===== config.mk =====
export PLATFORM = sky130hd
export DESIGN_NAME = alu_result_fifo
export DESIGN_NICKNAME = d
export VERILOG_FILES = /design/src/rtl/alu_result_fifo.sv
export SDC_FILE = /design/constraint.sdc
export NUM_CORES = 1
export LEC_CHECK = 0
export CORE_AREA = 5 5 57 70
export DETAILED_ROUTE_END_ITERATION = 16
export DIE_AREA = 0 0 62 75
export PLACE_DENSITY = 0.64
export SETUP_SLACK_MARGIN = 0.05
export SLEW_MARGIN = 20
export SYNTH_ARGS = -nofsm -noshare
export SYNTH_HDL_FRONTEND = slang
export SYNTH_SLANG_ARGS = --single-unit

===== constraint.sdc =====
create_clock -name clk -period 4.8 [get_ports clk]
set_input_delay 0.72 -clock clk [delete_from_list [all_inputs] [get_ports clk]]
set_output_delay 0.72 -clock clk [all_outputs]
set_load 0.02 [all_outputs]

===== src/rtl/alu_result_fifo.sv =====
// alu_result_fifo: show-ahead FIFO for 5-bit {Cout, O} results from the ALU/shifter
// datapath, drained to the consumer through a valid/ready handshake.
//
// Ports:
//   clk, reset         clock, asynchronous active-high reset
//   in_o, in_cout      offered result {in_cout, in_o}
//   in_valid/in_ready  producer handshake (in_ready = not full)
//   out_o, out_cout    head entry (0 while empty)
//   out_zero           head present and out_o == 0
//   out_valid/out_ready consumer handshake (out_valid = not empty)
//   count              stored entries, 0..DEPTH
//   ovf, clr_ovf       sticky drop flag and its synchronous clear
module alu_result_fifo #(
  parameter int unsigned DEPTH = 4,
  localparam int unsigned CW = $clog2(DEPTH + 1)
) (
  input  logic          clk,
  input  logic          reset,
  input  logic [3:0]    in_o,
  input  logic          in_cout,
  input  logic          in_valid,
  output logic          in_ready,
  output logic [3:0]    out_o,
  output logic          out_cout,
  output logic          out_zero,
  output logic          out_valid,
  input  logic          out_ready,
  output logic [CW-1:0] count,
  output logic          ovf,
  input  logic          clr_ovf
);

  localparam int unsigned AW = $clog2(DEPTH);
  localparam int unsigned EW = 5;

  logic [EW-1:0] mem_q [DEPTH];
  logic [AW-1:0] wr_ptr_q, wr_ptr_d;
  logic [AW-1:0] rd_ptr_q, rd_ptr_d;
  logic [CW-1:0] count_q, count_d;
  logic          ovf_q, ovf_d;

  logic          push;
  logic          pop;
  logic [EW-1:0] head;

  // Handshake status comes only from registered count.
  assign in_ready  = (count_q != CW'(DEPTH));
  assign out_valid = (count_q != CW'(0));
  assign push      = in_valid & in_ready;
  assign pop       = out_valid & out_ready;

  // Show-ahead head entry, forced to zero while empty since storage is never cleared.
  assign head      = out_valid ? mem_q[rd_ptr_q] : EW'(0);
  assign out_cout  = head[4];
  assign out_o     = head[3:0];
  assign out_zero  = out_valid & (head[3:0] == 4'b0000);
  assign count     = count_q;
  assign ovf       = ovf_q;

  // Next-state: pointers wrap naturally because DEPTH is a power of two.
  always_comb begin
    wr_ptr_d = wr_ptr_q;
    rd_ptr_d = rd_ptr_q;
    count_d  = count_q;
    ovf_d    = ovf_q;

    if (push) wr_ptr_d = wr_ptr_q + AW'(1);
    if (pop)  rd_ptr_d = rd_ptr_q + AW'(1);

    case ({push, pop})
      2'b10:   count_d = count_q + CW'(1);
      2'b01:   count_d = count_q - CW'(1);
      default: count_d = count_q;
    endcase

    // A drop in the same cycle as a clear keeps the flag set.
    if (in_valid && !in_ready) ovf_d = 1'b1;
    else if (clr_ovf)          ovf_d = 1'b0;
  end

  // Control state.
  always_ff @(posedge clk or posedge reset) begin
    if (reset) begin
      wr_ptr_q <= '0;
      rd_ptr_q <= '0;
      count_q  <= '0;
      ovf_q    <= 1'b0;
    end else begin
      wr_ptr_q <= wr_ptr_d;
      rd_ptr_q <= rd_ptr_d;
      count_q  <= count_d;
      ovf_q    <= ovf_d;
    end
  end

  // Entry storage; contents are don't-care until written.
  always_ff @(posedge clk) begin
    if (push) mem_q[wr_ptr_q] <= {in_cout, in_o};
  end

endmodule


==> results.txt, run 1 <==
- F_max: 321 MHz
- The via count of the first global-routing pass came to 676.
- Post-synth design cell area: 1240 sq um
- Cell count after synthesis: 78
* Reg clk slew, reported paths: 90 ps
- Effective utilization at floorplan: 38.6%
- Number of sinks on the clock net: 28
* Area taken by flip-flops and latches: 801 sq um
- CTS placed an instance of sky130_fd_sc_hd__clkbuf_8 at the clock tree root.
* Via density per instance: 4.67
- Area taken by multi-input logic gates: 390 sq um
* Combinational cell fraction of total power: 45.4%
- Yosys cell types: 23
- The clock arrives with 6.78 ps of skew.
* Count of fill cells added during filler insertion: 295
- In this run switching power makes up 34.6% of total power.
- The number of hold-slack violations in the final timing report was 0.
- Routability-driven placement finished with a final weighted congestion of 0.668.
- Relative contribution of sequential cells to total power: 41.1%
- After synthesis, the mean cell area works out to 15.9 sq um.
* Power density over the cells: 616 nW/um^2
* Share of the core filled with cells in the final layout: 47.4%
- The worst setup path is captured at an output port.
* Critical path peak fanout: 7
* Number of warning messages in the yosys log: 0
- Clock period minus final worst setup slack: 3110 ps
- Number of violations of the max-capacitance limit: 0
* First-pass GRT wire length: 3230 um
- Wires add up to 1960 um.
- Seq cells post-synth: 28
- TritonCTS built the clock tree.
- After floorplanning, the core was divided into 23 placement rows.
- The worst-case IR drop observed on VDD is 0.000285 V.
* Instance count after placement with tap cells included: 133
- GRT Residual Overflow: 0
- Number of antenna cells inserted: 0
* Slew at the pin closest to its max-slew limit: 463 ps
- Power comes to 0.941 mW.
* Final worst path period share: 64.9%
- The total area inside the core boundary comes to 3220 sq um.
* Total setup buffers inserted after CTS: 0
- Initial antenna violation count: 0
- CTS-repair resized insts: 0
* Instance area at placement: 1480 sq um
- Syn-to-layout area delta: 22.7%
- Counting every net in the synthesized netlist gives 94.
- Design internal power: 0.615 mW
* First-iteration detailed-routing DRC count: 25
- In this run the number of H-tree levels came out at 1.
- In this run the deepest clock path goes through 2 buffers.
* Die width: 62 um
* Worst setup slack after placement: 1980 ps
* Clock latency of the later-clocked register in the worst-skew pair: 270 ps
- The number of clock buffers added by TritonCTS is 3.
- Data arrival time of the worst path: 2400 ps
- The share of the Yosys chip area taken by registers is 64.4%.
- Pin placement for this block handled 22 I/O pins.
- Startpoint type of the worst setup path: flop
* Average detailed-routed wire length per instance: 14.3 um
- Layout Cell Area excl Fill: 1530 sq um
- Headroom to the max-slew limit came out at 69.1%.
* Outcome: completed
* Combined global-route utilization of all metal layers: 9.81%
* Die ar.: 4650 sq um
- In this run, the clock network consumes 13.5% of the power.
- Maximum number of pins on one net before global-route repair: 16
* Filler-free cell count of the finished design: 137
- The die is 75 um tall.
* Unrepaired setup endpoints after global routing: no
- For this run, the post-layout net count is 117.
- In this run the worst hold path is classified as flop to flop.
* Leak pwr: 0.578 nW
- Setup violations remaining at the end of the flow were counted as 0.
- Remaining DRCs: 0
- Max-slew violations: 0
- Final worst slack: 1690 ps
* Fraction of synthesized cell area taken by the top area cell type: 48.3%
* DP Wirelength: 1520 um
* Via count of the routed design: 640
- Net load switching power: 0.325 mW
- Summed over all instances, the cell type with the most area after synthesis is sky130_fd_sc_hd__edfxtp_1.
* Length of the first detailed-routing pass in iterations: 4
- Required time of the critical path: 4080 ps
- The tightest hold path in the finished design has a slack of 514 ps.
* Number of port buffers: 21
- The critical path in this run is classified as flop to output port.
- Hold Buf Count CTS: 0
- Top cells by area, synth: sky130_fd_sc_hd__edfxtp_1, sky130_fd_sc_hd__dfrtp_1, sky130_fd_sc_hd__mux4_2
- Adding up every negative setup slack in the final design gives 0 ps.
* Remaining antenna violation count after routing: 0
- Fraction of final layout cells with drive strength greater than 1: 8.00%
==> routing by layer <==
layer / part of all wire (%) / wire, um / track usage [%]
met3: 4.4 / 86 / 2.23
met1: 43 / 835 / 12.4
met4: 2.9 / 57 / 6.37
met2: 50 / 981 / 14.9
met5: 0 / 0 / 0
==> flip-flops by register name (all words and copies together), names as in the netlist <==
name      count
rd_ptr_q      2
count         3
wr_ptr_q      2
mem_q        20
ovf           1
==> cell usage after synthesis <==
master and number:
sky130_fd_sc_hd__and2_1 10, sky130_fd_sc_hd__xor2_1 3, sky130_fd_sc_hd__mux2i_1 1, sky130_fd_sc_hd__mux4_2 3, sky130_fd_sc_hd__and2_2 1, sky130_fd_sc_hd__edfxtp_1 20, sky130_fd_sc_hd__nand2_1 1, sky130_fd_sc_hd__mux4_1 2
sky130_fd_sc_hd__mux2_2 1, sky130_fd_sc_hd__o21ai_0 1, sky130_fd_sc_hd__xnor2_1 3, sky130_fd_sc_hd__nor2b_1 1, sky130_fd_sc_hd__nor4_1 1, sky130_fd_sc_hd__nor3b_1 1, sky130_fd_sc_hd__buf_6 1, sky130_fd_sc_hd__ha_1 5
sky130_fd_sc_hd__dfrtp_1 8, sky130_fd_sc_hd__clkbuf_1 2, sky130_fd_sc_hd__nor2_1 1, sky130_fd_sc_hd__or3_1 1, sky130_fd_sc_hd__fa_1 1, sky130_fd_sc_hd__nand3_1 1, sky130_fd_sc_hd__inv_1 9
==> cells in the final DEF (no fill, tap or decap) <==
cell / Yosys / routed
sky130_fd_sc_hd__and2_2: 1 / 1
sky130_fd_sc_hd__dfrtp_1: 8 / 8
sky130_fd_sc_hd__nand2_1: 1 / 1
sky130_fd_sc_hd__ha_1: 5 / 5
sky130_fd_sc_hd__nor4_1: 1 / 1
sky130_fd_sc_hd__or3_1: 1 / 1
sky130_fd_sc_hd__o21ai_0: 1 / 1
sky130_fd_sc_hd__nor3b_1: 1 / 1
sky130_fd_sc_hd__mux4_2: 3 / 3
sky130_fd_sc_hd__xor2_1: 3 / 3
sky130_fd_sc_hd__mux2i_1: 1 / 1
sky130_fd_sc_hd__inv_1: 9 / 9
sky130_fd_sc_hd__edfxtp_1: 20 / 20
sky130_fd_sc_hd__nor2b_1: 1 / 1
sky130_fd_sc_hd__mux2_2: 1 / 1
sky130_fd_sc_hd__mux4_1: 2 / 2
sky130_fd_sc_hd__xnor2_1: 3 / 3
sky130_fd_sc_hd__clkinv_1: 0 / 1
sky130_fd_sc_hd__and2_1: 10 / 10
sky130_fd_sc_hd__clkdlybuf4s50_1: 0 / 21
sky130_fd_sc_hd__fa_1: 1 / 1
sky130_fd_sc_hd__nor2_1: 1 / 1
sky130_fd_sc_hd__clkbuf_8: 0 / 3
sky130_fd_sc_hd__nand3_1: 1 / 1
==> power groups by stage <==
stage	clock network, mW	logic (mW)	registers [mW]
2_1_floorplan	0	0.285	0.384
3_3_place_gp	0	0.426	0.390
3_5_place_dp	0	0.436	0.393
4_1_cts	0.132	0.438	0.388
5_1_grt	0.140	0.470	0.397
6_report	0.127	0.427	0.387
==> area by class of cell <==
cell class / count / area share [%]
clock buffer: 3 / 2.70
sequential: 28 / 52.5
tap: 37 / 3.03
inverter: 9 / 2.21
timing repair buffer: 21 / 13.8
clock inverter: 1 / 0.246
multi-input combinational: 38 / 25.6
==> cells by family after synthesis <==
logic type	share of synthesized area [%]
xor gates and xnor gates	4.23
DFF	64.4
and+or+nand+nor	8.75
adders and majority gates	6.64
AOI/OAI and AO/OA	0.402
muxes	11.4
buffers and inverters	4.23
==> worst paths after layout <==
path | startpoint | cells past startpoint | slack, ps | to
min in group asynchronous | reset | 2 | 680 | wr_ptr_q[0]
max in group asynchronous | reset | 2 | 3880 | count[2]
max | rd_ptr_q[0] | 4 | 1690 | out_zero
min | count[2] | 1 | 510 | count[2]
max reg2reg | count[0] | 9 | 2580 | count[2]
min reg2reg | count[2] | 1 | 510 | count[2]
==> worst max-delay path, stage by stage, from the launching register on <==
cell	delay, ps
sky130_fd_sc_hd__dfrtp_1	560
sky130_fd_sc_hd__mux4_2	560
sky130_fd_sc_hd__nor4_1	260
sky130_fd_sc_hd__and2_1	150
sky130_fd_sc_hd__clkdlybuf4s50_1	590
Note: power is estimated with default switching activity, not from simulation.
==> run 2, diff against run 1 <==
clock period = 3 ns   (was 4.8 ns; I/O delays follow)
==> run 2 against run 1 <==
  * Utilization is essentially flat
  * Non-clock buffer count is the same
  * Critical endpoint unchanged
  * Routed wire length grew 1.7%
  * Flip-flop and latch count is the same
  * Sequential share of layout area is essentially flat
  * Die area is the same
  * Register-to-register slack lost 1800 ps
==> results.txt, run 2 (synthesized netlist as in run 1, its figures left out) <==
- Traced cell by cell, the critical path runs through mux4_2 -> nor4_1 -> and2_1 -> clkdlybuf4s50_1.
- The wire-length estimate of the detail-placed layout is 1530 um.
* RePlAce Congestion: 0.668
- IR analysis of the VDD net gives a maximum drop of 0.000525 V.
* Slowest library cell on the worst path: sky130_fd_sc_hd__clkdlybuf4s50_1
- Length of the first detailed-routing pass in iterations: 4
* Maximum number of pins on one net before global-route repair: 16
- CTS-repair resized insts: 0
- Across the run, the number of max-cap violations was 0.
- In this run the worst setup path begins at rd_ptr_q[0].
- In the final design database the tool counted 117 nets.
* Share of the core filled with cells in the final layout: 47.4%
- Power density over the cells: 992 nW/um^2
- Max-slew violations: 0
- Clk_skew: 5.25 ps
- Count of standard-cell rows: 23
- Number of placed I/O pins: 22
* CTS tree: yes
* Clock latency of the later-clocked register in the worst-skew pair: 270 ps
- Along the worst path, the maximum fanout reaches 7.
- With fillers left out, the area of the finished cells amounts to 1530 sq um.
- Max_slew headroom: 69.6%
* GRT Residual Overflow: 0
- Most frequent cells in the layout: sky130_fd_sc_hd__clkdlybuf4s50_1, sky130_fd_sc_hd__edfxtp_1, sky130_fd_sc_hd__and2_1
- For this block, the routed nets add up to 1990 um of wire.
- Register with the highest flop count: mem_q
* Initial antenna violation count: 0
- First-iteration detailed-routing DRC count: 15
- The clock net in this run drives a total of 28 sinks.
- From synthesis to final layout, the design area changed by 22.8%.
- Of the cells placed in the final design, the portion with a size suffix greater than 1 is 9.00%.
- Required time of the critical path: 2550 ps
- Data arrival time of the worst path: 2300 ps
* Die width: 62 um
- Final Setup Violations: 0
* Flip-flop count of the largest register after layout: 20
* Final worst path period share: 91.7%
* Leak pwr: 0.576 nW
* Die H: 75 um
- After detailed routing, the average wire length per cell comes to 14.5 um.
* Startpoint type of the worst setup path: flop
- Across all hold checks on the routed design, the worst slack comes to 413 ps.
- Count of H-tree levels built during CTS: 1
- Via density per instance: 4.58
- Effective utilization at floorplan: 38.6%
- Die ar.: 4650 sq um
- The critical path in this run is classified as flop to output port.
- Total Negative Setup Slacks: 0 ps
- Final hold vios: 0
- The worst register-to-register path begins at count[0].
- The worst register-to-register path has a setup slack of 790 ps.
* Critical path's largest stage delay: 590 ps
- After detailed routing, the number of remaining DRC violations is 0.
- Once the clock tree was built, the setup fixing pass inserted 0 buffers.
- Hold Buf Count CTS: 0
* Number of port buffers: 21
* Via count of the routed design: 627
- Reg clk slew, reported paths: 90 ps
- Combined global-route utilization of all metal layers: 9.92%
- Leaving out fill and tap cells, the most frequent cell in the layout is sky130_fd_sc_hd__clkdlybuf4s50_1.
- Clock root cell: sky130_fd_sc_hd__clkbuf_8
* Clock period minus final worst setup slack: 2750 ps
* Pwr Total: 1.52 mW
- F_max: 364 MHz
* Num CTS Buffers: 3
* Slew at the pin closest to its max-slew limit: 455 ps
- The number of antenna diodes in the final layout is 0.
- Setup crit end kind: output port
* Number of global-route vias before repair: 672
* Outcome: completed
- Core footprint: 3220 sq um
* First-pass GRT wire length: 3190 um
- Summing all placed instances gives a cell area of 1480 sq um.
- Unrepaired setup endpoints after global routing: no
- Counting along the longest clock path gives a buffer depth of 2.
- Path category of the worst min-delay check: input pin to async pin
- Remaining antenna violation count after routing: 0
-- run 2: worst paths after layout --
| check | cells past startpoint | to |
|---|---|---|
| hold / removal | 2 | rd_ptr_q[1] |
| hold reg to reg | 1 | count[2] |
| max in group asynchronous | 2 | rd_ptr_q[0] |
| setup reg to reg | 9 | count[2] |
| setup / recovery | 4 | out_zero |
| min in group clk | 1 | count[2] |
-- run 2: final cells by class --
type | count | area [sq um]
multi-input cells | 38 | 390
flip-flops and latches | 28 | 802
well taps | 37 | 46.3
fillers | 287 | 1700
inverters | 9 | 33.8
repair buffers | 21 | 210
clock buffers | 4 | 45.0
-- run 2: worst max-delay path: cells and delay by family, from the launching register on --
| kind | cells | cell delay (ps) |
|---|---|---|
| buf+inv | 1 | 590 |
| mux | 1 | 540 |
| flops | 1 | 490 |
| simple gates | 2 | 410 |
-- run 2: through the flow --
stage | worst slack [ps] | std cells
3_5_place_dp | 437 | 133
2_1_floorplan | 792 | 78
6_report | 249 | 137
3_3_place_gp | 473 | 133
5_1_grt | 120 | 137
4_1_cts | 125 | 137
-- run 2: power breakdown --
group	switching (mW)	internal [mW]
clock network	0.112	0.0952
logic	0.326	0.361
registers	0.0872	0.534
total	0.525	0.990
-- run 2: per-layer routing --
layer	vias to the layer above	global-route usage (%)	wire (um)	share of wire [%]
met4	0	7.78	65	3.3
li1	315	-	-	-
met3	5	2.23	99	5.0
met1	292	11.9	842	42
met2	15	15.1	985	49
met5	-	0	0	0
